===== src/rtl/mem_bus_if.sv =====
// Memory bus interface: turns a control-FSM memory request into a multi-cycle external
// ROM/RAM access with per-region wait states, returning read data and a completion flag.
module mem_bus_if #(
  parameter int unsigned ROM_WAIT = 1,
  parameter int unsigned RAM_WAIT = 0,
  parameter logic [15:0] RAM_BASE = 16'hC000
) (
  input  logic        clk,
  input  logic        rst,
  input  logic        mem_cs,
  input  logic        mem_oe,
  input  logic        mem_we,
  input  logic [15:0] addr,
  input  logic [7:0]  wdata,
  output logic [7:0]  rdata,
  output logic        data_oe,
  output logic        mem_rdy,
  output logic        err,
  output logic [15:0] ext_addr,
  output logic [7:0]  ext_dout,
  input  logic [7:0]  ext_din,
  output logic        ext_rom_ce_n,
  output logic        ext_ram_ce_n,
  output logic        ext_oe_n,
  output logic        ext_we_n
);

  localparam logic [3:0] RomWait = 4'(ROM_WAIT);
  localparam logic [3:0] RamWait = 4'(RAM_WAIT);

  typedef enum logic [2:0] {StIdle, StAddr, StWait, StData, StHold} state_e;

  state_e     state_q;
  logic [3:0] cnt_q;
  logic       is_wr_q;

  logic addr_ram;
  logic req_both;
  logic req_one;
  logic req_any;

  assign addr_ram = (addr >= RAM_BASE);
  assign req_both = mem_cs & mem_oe & mem_we;
  assign req_one  = mem_cs & (mem_oe ^ mem_we);
  assign req_any  = mem_cs & (mem_oe | mem_we);

  always_ff @(posedge clk or posedge rst) begin
    if (rst) begin
      state_q      <= StIdle;
      cnt_q        <= 4'd0;
      is_wr_q      <= 1'b0;
      ext_addr     <= 16'd0;
      ext_dout     <= 8'd0;
      rdata        <= 8'd0;
      data_oe      <= 1'b0;
      mem_rdy      <= 1'b0;
      err          <= 1'b0;
      ext_rom_ce_n <= 1'b1;
      ext_ram_ce_n <= 1'b1;
      ext_oe_n     <= 1'b1;
      ext_we_n     <= 1'b1;
    end else begin
      err <= 1'b0;
      unique case (state_q)
        StIdle: begin
          if (req_both) begin
            err <= 1'b1;
          end else if (req_one) begin
            if (mem_we && !addr_ram) begin
              // ROM write: flag it but complete at once so control never stalls.
              err     <= 1'b1;
              mem_rdy <= 1'b1;
              data_oe <= 1'b0;
              state_q <= StHold;
            end else begin
              ext_addr     <= addr;
              ext_dout     <= wdata;
              is_wr_q      <= mem_we;
              cnt_q        <= addr_ram ? RamWait : RomWait;
              ext_rom_ce_n <= addr_ram;
              ext_ram_ce_n <= ~addr_ram;
              ext_oe_n     <= mem_we;
              ext_we_n     <= ~mem_we;
              state_q      <= StAddr;
            end
          end
        end
        StAddr: begin
          if (cnt_q == 4'd0) begin
            state_q <= StData;
            if (is_wr_q) ext_we_n <= 1'b1;
          end else begin
            state_q <= StWait;
          end
        end
        StWait: begin
          cnt_q <= cnt_q - 4'd1;
          if (cnt_q == 4'd1) begin
            state_q <= StData;
            // Release write strobe one cycle early so address/data stay held past it.
            if (is_wr_q) ext_we_n <= 1'b1;
          end
        end
        StData: begin
          ext_rom_ce_n <= 1'b1;
          ext_ram_ce_n <= 1'b1;
          ext_oe_n     <= 1'b1;
          ext_we_n     <= 1'b1;
          mem_rdy      <= 1'b1;
          data_oe      <= ~is_wr_q;
          if (!is_wr_q) rdata <= ext_din;
          state_q <= StHold;
        end
        StHold: begin
          if (!req_any) begin
            mem_rdy <= 1'b0;
            data_oe <= 1'b0;
            state_q <= StIdle;
          end
        end
        default: state_q <= StIdle;
      endcase
    end
  end

endmodule


===== config.mk =====
export PLATFORM = sky130hd
export DESIGN_NAME = mem_bus_if
export DESIGN_NICKNAME = d
export VERILOG_FILES = /design/src/rtl/mem_bus_if.sv
export SDC_FILE = /design/constraint.sdc
export NUM_CORES = 1
export LEC_CHECK = 0
export ABC_AREA = 1
export CELL_PAD_IN_SITES_DETAIL_PLACEMENT = 1
export CELL_PAD_IN_SITES_GLOBAL_PLACEMENT = 1
export CORE_ASPECT_RATIO = 1.75
export CORE_MARGIN = 2
export CORE_UTILIZATION = 48
export DETAILED_ROUTE_END_ITERATION = 10
export DONT_BUFFER_PORTS = 1
export PLACE_DENSITY = 0.88
export SETUP_SLACK_MARGIN = 0.02
export SLEW_MARGIN = 25
export SYNTH_ARGS = -nofsm -noshare
export SYNTH_HDL_FRONTEND = slang
export SYNTH_SLANG_ARGS = --single-unit

===== constraint.sdc =====
create_clock -name clk -period 3.7 [get_ports clk]
set_input_delay 0.37 -clock clk [delete_from_list [all_inputs] [get_ports clk]]
set_output_delay 0.37 -clock clk [all_outputs]
set_load 0.01 [all_outputs]

==> flow_metrics.py <==
metrics = {
    "die": {
        "die_y_um": 90.9,
        "boundaryPins": 76,
        "fp.dieArea_sq_um": 4880,
        "num_rows": 31,
        "initial_core_util": 0.500,
        "die_x_um": 53.7,
        "core_area_sq_um": 4150,
    },
    "logic_synthesis": {
        "synthDistinctLibCells": 21,
        "yosys.area_share.simple": 0.325,
        "ys_ff_latch": 47,
        "synthMuxAreaShare": 0,
        "synthAdderAreaFrac": 0.0181,
        "synth_top_area_frac": 0.519,
        "synth_top_cell_by_area": "dfrtp_1",
        "ys_seq_area_frac": 0.570,
        "syn_inst": 248,
        "synth_compound_area_frac": 0.0308,
        "yosys_warnings": 0,
        "synth_xor_area_frac": 0.00422,
        "syn-num-nets": 288,
        "synth_area_leaders": "dfrtp_1 (52%), nand2_1 (22%), nand3_1 (5.3%)",
        "syn_area_sq_um": 2070,
        "avgSynthCellArea_sq_um": 8.36,
        "synth_top_family_by_area": "simple AND/OR/NAND/NOR gates",
    },
    "global_routing": {
        "grt_util_met1": 0.251,
        "antenna_found_initial": 0,
        "overflow": 0,
        "grt_pass1_wl_um": 8090,
        "grt_pass1_vias": 1726,
        "grt_max_degree": 48,
        "met2_usage": 0.390,
        "use_met3": 0.0625,
        "grtUsageTotal": 0.224,
        "busiest_layer": "met2",
    },
    "run_status": {
        "status": "finished, final reports clean",
    },
    "route": {
        "via_count": 1591,
        "drtIter0Drc": 15,
        "firstDrtPassIters": 4,
        "via_per_inst": 5.30,
        "drc_errors": 0,
        "antenna_left": 0,
        "drt-total-wl_um": 4800,
        "wl_per_cell_um": 16.0,
    },
    "place": {
        "io_buffers": 0,
        "dp_hpwl_um": 3600,
        "place_congestion": 0.780,
        "dpl_worst_slack_ns": 1.80,
        "post_dp_cell_area_sq_um": 2100,
        "placedCellCount": 292,
    },
    "sta": {
        "drv_slew": 0,
        "hold_slack_ns": 0.0819,
        "relSlewSlack": 0.467,
        "finalCritPeriodShare": 0.502,
        "post-route-min-period_ns": 1.86,
        "hold_viol_final": 0,
        "setup_violations": 0,
        "worstMarginPinSlew_ns": 0.799,
        "finalSetupTns_ns": 0,
        "fmax_ghz": 0.538,
        "fin_skew_ns": 0.00429,
        "setup_slack_ns": 1.84,
        "rsz0062_at_grt": "false",
    },
    "finish": {
        "post-route-util": 0.528,
        "antenna_cells": 0,
        "fin_nets": 290,
        "drive_gt1_frac": 0.0757,
        "fin_cells": 300,
        "nFillCells": 507,
        "seq_area_sq_um": 1180,
        "final_area_sq_um": 2190,
        "multi_input_area_sq_um": 783,
        "area_delta_synth_final_pct": 5.61,
    },
    "setup_path": {
        "worst-endpoint-arrival_ns": 2.01,
        "path_max_fanout": 26,
        "required_ns": 3.85,
        "critical_path_class": "reg -> reg",
        "start_kind": "flop",
        "cp-end-kind": "flop",
    },
    "clock_tree": {
        "cts_tree": "yes",
        "cts.sinks": 47,
        "cts.reportedPaths.clkPinSlew_ns": 0.08,
        "ctsResizeCount": 0,
        "cts_buffers": 5,
        "htree_num_levels": 2,
        "clk_latency_ns": 0.29,
        "holdBufCountCts": 0,
        "cts_setup_buffers": 0,
        "clockBufferDepth": 2,
        "clockRootBuffer": "clkbuf_8",
    },
    "power_and_ir_drop": {
        "peakVddDrop_uv": 478,
        "p_per_area_nw_per_um2": 886,
        "p_leak_nw": 1.19,
        "power_mw": 1.94,
    },
    "flow_run": {
        "cap_violations": 0,
    },
    "min_path": {
        "hold_path_class": "in -> async",
    },
}
[cell families (layout without fill, tap and decap cells)]
family	Yosys count	after routing
AND/OR/NAND/NOR	161	161
flip-flops	47	47
buffers and inverters	24	27
AO/OA/AOI/OAI	12	12
adder cells (fa/ha/maj)	3	3
XOR/XNOR	1	1
[flip-flops by register name, indices dropped and copies added (netlist names), 3 cells and up]
signal / flops
cnt_q: 4
ext_addr: 16
ext_dout: 8
rdata: 8
state_q: 3
[routing by layer]
metal / part of all wire / vias up
li1: - / 775
met1: 0.37 / 770
met2: 0.56 / 40
met3: 0.053 / 6
met4: 0.016 / 0
met5: 0 / -
[final timing paths]
kind                                  from            to  slack (ns)  cells after the start
worst max register to register  state_q[0]       is_wr_q        1.84                      4
max in group asynchronous              rst   ext_dout[4]        3.13                      1
worst min-delay path                   rst   ext_addr[8]        0.08                      1
worst max-delay path            state_q[0]       is_wr_q        1.84                      4
worst min register to register    ext_oe_n      ext_oe_n        0.51                      2
min in group clk                  addr[12]  ext_addr[12]        0.19                      2
[cell usage in the layout, fill, tap and decap left out, drive strengths merged]
| master | instances |
|---|---|
| o21bai | 1 |
| clkbuf | 7 |
| dfrtp | 43 |
| nor3 | 3 |
| a21oi | 4 |
| o22ai | 1 |
| dfstp | 4 |
| nand4 | 1 |
| inv | 17 |
| ha | 3 |
| o21ai | 6 |
| nand3 | 22 |
| or2 | 1 |
| nand2 | 125 |
| clkinv | 3 |
| xnor2 | 1 |
| nor2 | 9 |
[power by group]
| group | switching (mW) | internal [mW] |
|---|---|---|
| Combinational | 0.364 | 0.194 |
| Clock | 0.160 | 0.151 |
| Sequential | 0.297 | 0.774 |
| Total | 0.820 | 1.12 |
[Yosys cell counts (all sizes together)]
cell    instances
a21oi           4
buf             5
clkinv          1
dfrtp          43
dfstp           4
ha              3
inv            18
nand2         125
nand3          22
nand4           1
nor2            9
nor3            3
o21ai           6
o21bai          1
o22ai           1
or2             1
xnor2           1
[cell type report]
cell class              count  share of cell area
clock buffers               7              0.0394
clock inverters             1             0.00229
inverters                  19              0.0331
multi-input cells         177               0.358
flip-flops and latches     47               0.539
well taps                  49              0.0280
[critical path: stages (launching register included)]
cell	delay (ns)
dfrtp_1	0.47
nor3_4	0.30
nand4_2	0.54
nor2_1	0.34
a21oi_1	0.07
Note: power is estimated with default switching activity, not from simulation.
